## config.mk

```make
export PLATFORM = sky130hd
export DESIGN_NAME = alu_exec_stage_flat
export DESIGN_NICKNAME = d
export VERILOG_FILES = /design/src/rtl/alu_pkg.sv /design/src/rtl/alu_exec_stage_if.sv /design/src/rtl/alu_core.sv /design/src/rtl/alu_exec_stage.sv /design/src/flat_wrapper.sv
export SDC_FILE = /design/constraint.sdc
export NUM_CORES = 1
export LEC_CHECK = 0
export BUFFER_PORTS_ARGS = -buffer_cell sky130_fd_sc_hd__buf_2
export CORE_UTILIZATION = 60
export CTS_CLUSTER_SIZE = 25
export DETAILED_ROUTE_END_ITERATION = 12
export PLACE_DENSITY = 0.83
export SLEW_MARGIN = 10
export SYNTH_ARGS = -nofsm -noshare
export SYNTH_HDL_FRONTEND = slang
export SYNTH_SLANG_ARGS = --single-unit
```

## constraint.sdc

```tcl
create_clock -name clk -period 1.8 [get_ports clk]
set_input_delay 0 -clock clk [delete_from_list [all_inputs] [get_ports clk]]
set_output_delay 0 -clock clk [all_outputs]
set_load 0.01 [all_outputs]
```

## src/rtl/alu_pkg.sv

```systemverilog
// alu_pkg: shared op codes, datapath widths, FSM state and buffer entry types for the execute stage.
package alu_pkg;
  localparam int DATA_W = 32;
  localparam int TAG_W = 5;
  localparam logic [3:0] ALU_AND = 4'b0000;
  localparam logic [3:0] ALU_OR = 4'b0001;
  localparam logic [3:0] ALU_ADD = 4'b0010;
  localparam logic [3:0] ALU_SUB = 4'b0110;
  localparam logic [3:0] ALU_SLT = 4'b0111;
  localparam logic [3:0] ALU_XOR = 4'b1100;
  typedef enum logic [1:0] {EMPTY, ONE, TWO} state_t;
  typedef struct packed {
    logic [DATA_W-1:0] result;
    logic zero;
    logic illegal;
    logic [TAG_W-1:0] tag;
  } entry_t;
endpackage

```

## src/rtl/alu_exec_stage_if.sv

```systemverilog
// alu_exec_stage_if: input and output valid/ready channels of the execute stage.
interface alu_exec_stage_if;
  import alu_pkg::*;
  logic in_valid;
  logic in_ready;
  logic [3:0] in_op;
  logic [DATA_W-1:0] in_a;
  logic [DATA_W-1:0] in_b;
  logic [TAG_W-1:0] in_tag;
  logic out_valid;
  logic out_ready;
  logic [DATA_W-1:0] out_result;
  logic out_zero;
  logic out_illegal;
  logic [TAG_W-1:0] out_tag;
  modport slave (
    input in_valid, in_op, in_a, in_b, in_tag, out_ready,
    output in_ready, out_valid, out_result, out_zero, out_illegal, out_tag
  );
  modport master (
    output in_valid, in_op, in_a, in_b, in_tag, out_ready,
    input in_ready, out_valid, out_result, out_zero, out_illegal, out_tag
  );
endinterface

```

## src/rtl/alu_core.sv

```systemverilog
// alu_core: combinational ALU; unsupported op codes yield result 0 with the illegal flag set.
module alu_core
  import alu_pkg::*;
(
  input  logic [3:0]        i_op,
  input  logic [DATA_W-1:0] i_a,
  input  logic [DATA_W-1:0] i_b,
  output logic [DATA_W-1:0] o_result,
  output logic              o_zero,
  output logic              o_illegal
);
  always_comb begin
    o_result = '0;
    o_illegal = 1'b0;
    case (i_op)
      ALU_AND: o_result = i_a & i_b;
      ALU_OR:  o_result = i_a | i_b;
      ALU_ADD: o_result = i_a + i_b;
      ALU_SUB: o_result = i_a - i_b;
      ALU_SLT: o_result = {{(DATA_W-1){1'b0}}, $signed(i_a) < $signed(i_b)};
      ALU_XOR: o_result = i_a ^ i_b;
      default: o_illegal = 1'b1;
    endcase
  end
  assign o_zero = o_result == '0;
endmodule

```

## src/rtl/alu_exec_stage.sv

```systemverilog
// alu_exec_stage: registered ALU stage with a 2-entry FIFO output buffer (head/tail) under an entry-count FSM.
module alu_exec_stage
  import alu_pkg::*;
(
  input logic clk,
  input logic rst_n,
  input logic flush,
  alu_exec_stage_if.slave bus
);
  state_t r_state, w_next;
  entry_t r_head, r_tail, w_head, w_tail, w_new;
  logic w_push, w_pop;
  alu_core u_core (
    .i_op(bus.in_op),
    .i_a(bus.in_a),
    .i_b(bus.in_b),
    .o_result(w_new.result),
    .o_zero(w_new.zero),
    .o_illegal(w_new.illegal)
  );
  assign w_new.tag = bus.in_tag;
  assign w_push = bus.in_valid && r_state != TWO;
  assign w_pop = r_state != EMPTY && bus.out_ready;
  always_comb begin
    w_next = r_state;
    w_head = r_head;
    w_tail = r_tail;
    if (flush) w_next = EMPTY;
    else
      case (r_state)
        EMPTY: if (w_push) begin w_next = ONE; w_head = w_new; end
        ONE:
          if (w_push && w_pop) w_head = w_new;
          else if (w_push) begin w_next = TWO; w_tail = w_new; end
          else if (w_pop) w_next = EMPTY;
        TWO: if (w_pop) begin w_next = ONE; w_head = r_tail; end
        default: w_next = EMPTY;
      endcase
  end
  always_ff @(posedge clk or negedge rst_n)
    if (!rst_n) begin
      r_state <= EMPTY;
      r_head <= '0;
      r_tail <= '0;
    end else begin
      r_state <= w_next;
      r_head <= w_head;
      r_tail <= w_tail;
    end
  // Handshake outputs come straight from the state flops, never from out_ready
  assign bus.in_ready = r_state != TWO;
  assign bus.out_valid = r_state != EMPTY;
  assign bus.out_result = r_head.result;
  assign bus.out_zero = r_head.zero;
  assign bus.out_illegal = r_head.illegal;
  assign bus.out_tag = r_head.tag;
endmodule

```

## src/flat_wrapper.sv

```systemverilog
// flat-port wrapper written by rule: the top's interface ports become plain ports
module alu_exec_stage_flat import alu_pkg::*;
  (clk, rst_n, flush, bus_in_valid, bus_in_op, bus_in_a, bus_in_b, bus_in_tag, bus_out_ready, bus_in_ready, bus_out_valid, bus_out_result, bus_out_zero, bus_out_illegal, bus_out_tag);
  alu_exec_stage_if bus_i ();
  input logic clk;
  input logic rst_n;
  input logic flush;
  input wire logic [$bits(bus_i.in_valid)-1:0] bus_in_valid;
  input wire logic [$bits(bus_i.in_op)-1:0] bus_in_op;
  input wire logic [$bits(bus_i.in_a)-1:0] bus_in_a;
  input wire logic [$bits(bus_i.in_b)-1:0] bus_in_b;
  input wire logic [$bits(bus_i.in_tag)-1:0] bus_in_tag;
  input wire logic [$bits(bus_i.out_ready)-1:0] bus_out_ready;
  output wire logic [$bits(bus_i.in_ready)-1:0] bus_in_ready;
  output wire logic [$bits(bus_i.out_valid)-1:0] bus_out_valid;
  output wire logic [$bits(bus_i.out_result)-1:0] bus_out_result;
  output wire logic [$bits(bus_i.out_zero)-1:0] bus_out_zero;
  output wire logic [$bits(bus_i.out_illegal)-1:0] bus_out_illegal;
  output wire logic [$bits(bus_i.out_tag)-1:0] bus_out_tag;
  assign bus_i.in_valid = bus_in_valid;
  assign bus_i.in_op = bus_in_op;
  assign bus_i.in_a = bus_in_a;
  assign bus_i.in_b = bus_in_b;
  assign bus_i.in_tag = bus_in_tag;
  assign bus_i.out_ready = bus_out_ready;
  assign bus_in_ready = bus_i.in_ready;
  assign bus_out_valid = bus_i.out_valid;
  assign bus_out_result = bus_i.out_result;
  assign bus_out_zero = bus_i.out_zero;
  assign bus_out_illegal = bus_i.out_illegal;
  assign bus_out_tag = bus_i.out_tag;
  alu_exec_stage u_core (.clk(clk), .rst_n(rst_n), .flush(flush), .bus(bus_i));
endmodule
```

==> results.cfg, run 1 <==
[place]
port_buffers = 118
gp_congestion = 1.118
dpl_cell_area_um2 = 13110
dp_slack_ns = -1.675
dp_hpwl_mm = 30.25

[cts]
clock_path_buffers = 2
cts_sinks = 80
cts.repair_timing.setup_buffer_count = 54
cts-resized-gates = 282
cts_hold_buf = 9
numCtsBuffers = 9
cts_root_buf = clkbuf_16
h-tree-depth = 3

[logic_synthesis]
ys.flop_type = dfrtp_1
synth.area.top_cells = dfrtp_1 22%, ha_1 14%, nand2_1 8.1%
synth.largest_area_cell = dfrtp_1
ys_top_cells_by_count = 197 x nand2_1, 109 x o21ai_0, 105 x nor2_1, 103 x a21oi_1, 101 x ha_1
synth.top_cell.area_share_pct = 21.98
syn_area_per_cell_um2 = 7.310
seq_area_frac_synth_pct = 21.98
syn-cell-area_um2 = 9109
ys.warnings.count = 0
synth_edf_count = 0
synth_most_common_cell = nand2_1
synth-seq-cells = 80
ys_types = 92
syn-num-nets = 1427
netlist_instances = 1246
async_flop_share_pct = 100.0

[run_status]
error = [ERROR DPL-0038] Utilization greater than 100%, impossible to legalize
outcome = did not finish
stop_stage = clock tree synthesis

[floorplan]
num_io_pins = 119
rows = 44
die_height_um = 125.2
dieWidth_um = 125.2
initial_core_util_pct = 61.97
==> through the flow <==
stage / std cells / TNS [ns] / hold WS (ns)
after detailed placement: 1840 / -52.02 / 0.01023
after global placement: 1840 / -44.01 / 0.004405
after floorplan: 1246 / -11.03 / -0.2956
==> cells by family after synthesis <==
| group | count (synthesis) | share of synthesized area, % |
|---|---|---|
| xor+xnor | 9 | 0.8654 |
| mux | 30 | 3.324 |
| buf+inv | 174 | 7.747 |
| compound gates | 393 | 28.42 |
| fa+ha+maj | 103 | 14.31 |
| simple gates | 457 | 23.35 |
| flops | 80 | 21.98 |
==> run 2, diff against run 1 <==
--- a/config.mk
+++ b/config.mk
@@ -6,10 +6,9 @@
 export NUM_CORES = 1
 export LEC_CHECK = 0
 export BUFFER_PORTS_ARGS = -buffer_cell sky130_fd_sc_hd__buf_2
-export CORE_UTILIZATION = 60
-export CTS_CLUSTER_SIZE = 25
+export CORE_UTILIZATION = 40
 export DETAILED_ROUTE_END_ITERATION = 12
-export PLACE_DENSITY = 0.83
+export PLACE_DENSITY_LB_ADDON = 0.15
 export SLEW_MARGIN = 10
 export SYNTH_ARGS = -nofsm -noshare
 export SYNTH_HDL_FRONTEND = slang
==> results.cfg, run 2 <==
[final_layout]
area.growth.synth_to_final_pct = 75.08
largest_reg_flops = 39
stdcell_count = 2044
final_common_cell = buf_4
design_area_um2 = 15950
nNetsFinal = 1940
n_antenna_cell = 0
max_flop_register = u_core.r_tail
final_cell_mix = 400 x buf_4, 183 x nand2_1, 90 x buf_2
drive_above_1_share_pct = 50.57

[cts]
cts_root_buf = clkbuf_16
h-tree-depth = 3
clk_pin_slew_worst_paths_ns = 0.06
worstSkewPairLatency_ns = 0.34
clock_path_buffers = 2
cts_sinks = 80
numCtsBuffers = 9
cts_tree = done

[timing]
timing.fmax_mhz = 354.7
hold_viol_final = 0
setup_viol = 52
drv_slew = 0
period_share_pct = 156.6
setup_ws_ns = -1.020
period_minus_slack_ns = 2.820
tightestPinTransition_ns = 0.5156
skew_ns = 0.008899
rsz0062_at_grt = true
slew_headroom_pct = 65.31

[detailed_routing]
drc = 0
dr_total_vias = 11380
routedWlPerCell_um = 18.26
first_pass_iters = 6
avgViaCountPerCell = 5.567
antenna_left = 0
wl_mm = 37.32
first_iter_violations = 702

[floorplan]
die_height_um = 152.9
die_area_um2 = 23380
num_io_pins = 119
initial_core_util_pct = 41.23
core_um2 = 22090
dieWidth_um = 152.9
rows = 54

[logic_synthesis]
synth-compound-area-share_pct = 28.42
synthMuxAreaShare_pct = 3.324
seq_area_frac_synth_pct = 21.98
synth_most_common_cell = nand2_1
synth-seq-cells = 80
ys_types = 92
synth_fa_ha_area_share_pct = 14.31
ys.warnings.count = 0
synthXorXnorAreaFrac_pct = 0.8654
async_flop_share_pct = 100.0
synth-simple-area-share_pct = 23.35
ys_top_cells_by_count = 197 x nand2_1, 109 x o21ai_0, 105 x nor2_1, 103 x a21oi_1, 101 x ha_1
netlist_instances = 1246
synth_edf_count = 0
synth.top_cell.area_share_pct = 21.98
synth.area.top_cells = dfrtp_1 22%, ha_1 14%, nand2_1 8.1%
syn-num-nets = 1427
synth_top_family_by_area = compound AO/OA/AOI/OAI gates
synth.largest_area_cell = dfrtp_1
syn-cell-area_um2 = 9109
syn_area_per_cell_um2 = 7.310
ys.flop_type = dfrtp_1

[grt]
grt-busiest-layer = met2
grt_use_met2_pct = 54.94
grt_pass1_wl_mm = 58.71
grt_usage_pct = 31.54
grtUsageMet1_pct = 39.37
grt_use_met3_pct = 3.147
grt_antenna_before_repair = 0
grt_max_degree = 58
grt_pass1_vias = 11370
grt_overflow = 0

[critical_path]
cp-end-kind = flip-flop
worstSetupPathType = input pin to flip-flop
r2r_setup_slack_ns = 0.17
cp_max_fo = 5
r2r-end = u_core.bus.out_zero
r2r-start = u_core.r_state[1]
arrival_ns = 3.09
critPathRequiredTime_ns = 2.07
critPathLaunchType = input pin
rr_worst_depth = 4

[place]
placedCellCount = 1951
gp_congestion = 0.9775
dp_hpwl_mm = 27.90
port_buffers = 118
dpl_cell_area_um2 = 13410

[hold_path]
hold_path_end = u_core.r_state[0]
hold_class = input pin to flip-flop
hold_start = bus_in_valid
hold_depth = 4

[pwr]
leakagePower_nw = 7.596
powerDensity_nw_per_um2 = 583.9
irDropWorstVdd_v = 0.0005078

[run_status]
outcome = finished, violations left
violations = negative setup slack

[job]
max_cap_viol_count = 0
[run 2: cell counts after synthesis]
Identical to the previous run, type by type.
[run 2: timing repair]
action	in CTS	in global routing
resized for setup	265	123
hold buffers	9	0
endpoints found under the setup margin	55	56
buffers inserted	60	26
cloned	0	0
pin swaps	111	86
hold endpoints to repair	44	0
[run 2: critical path, cell delays in order]
cell and delay, ns:
buf_8 0.08, inv_4 0.03, ha_4 0.26, buf_6 0.13, nor4_4 0.37, nand2_1 0.12
a21oi_2 0.20, nor3_4 0.09, o211ai_1 0.30, o211ai_1 0.17, a31oi_2 0.30, buf_4 0.17
nand2_4 0.05, nor4_4 0.23, nand3_1 0.15, nor4_2 0.22, mux2_4 0.20
[run 2: area by class of cell]
cell class / instances / area (um^2)
fillers: 1699 / 6146
clock buffers: 11 / 242.7
clock inverters: 5 / 86.33
repair buffers: 574 / 4547
inverters: 102 / 489.2
multi-input cells: 992 / 8230
flip-flops and latches: 80 / 2002
well taps: 280 / 350.3
[run 2: routing by layer]
layer / routed length [um] / share of wire, %
met1: 15710 / 42
met2: 18210 / 49
met3: 1813 / 4.9
met4: 1598 / 4.3
met5: 0 / 0
[run 2: per-stage QoR]
| stage | hold slack (ns) | TNS [ns] | power [W] | util [%] | setup slack [ns] |
|---|---|---|---|---|---|
| finish | 0.1086 | -20.72 | 0.009312 | 72.18 | -1.020 |
| global route | 0.1291 | -25.83 | 0.009818 | 72.18 | -1.145 |
| floorplan | -0.2956 | -11.03 | 0.004432 | - | -0.9041 |
| detailed placement | -0.02621 | -50.63 | 0.006290 | 60.68 | -1.736 |
| global placement | -0.02870 | -48.79 | 0.006231 | 60.68 | -1.604 |
| CTS | 0.1033 | -18.65 | 0.008942 | 69.18 | -0.9283 |
[run 2: worst max path at each step]
stage,startpoint,to,slack (ns),cells past startpoint
after floorplan,bus_in_a[0],u_core.r_tail[6],-0.90,15
after global placement,bus_in_b[1],u_core.r_tail[6],-1.60,16
after detailed placement,bus_in_b[1],u_core.r_tail[6],-1.74,16
after CTS,bus_in_b[10],u_core.r_tail[6],-0.93,17
after global routing,bus_in_a[8],u_core.r_tail[6],-1.14,16
final,bus_in_a[10],u_core.r_tail[6],-1.02,17
[run 2: report_power, final]
group / switching, W / total, W / internal [W]
logic: 0.00253 / 0.00493 / 0.00240
clock network: 0.000744 / 0.00201 / 0.00127
registers: 0.000211 / 0.00237 / 0.00216
total: 0.00348 / 0.00931 / 0.00583
[run 2: logic make-up after synthesis]
kind of cell	count (synthesis)
xor gates and xnor gates	9
muxes	30
AOI/OAI and AO/OA	393
DFF	80
adders and majority gates	103
buffers and inverters	174
and+or+nand+nor	457
(Power assumes the default switching activity.)
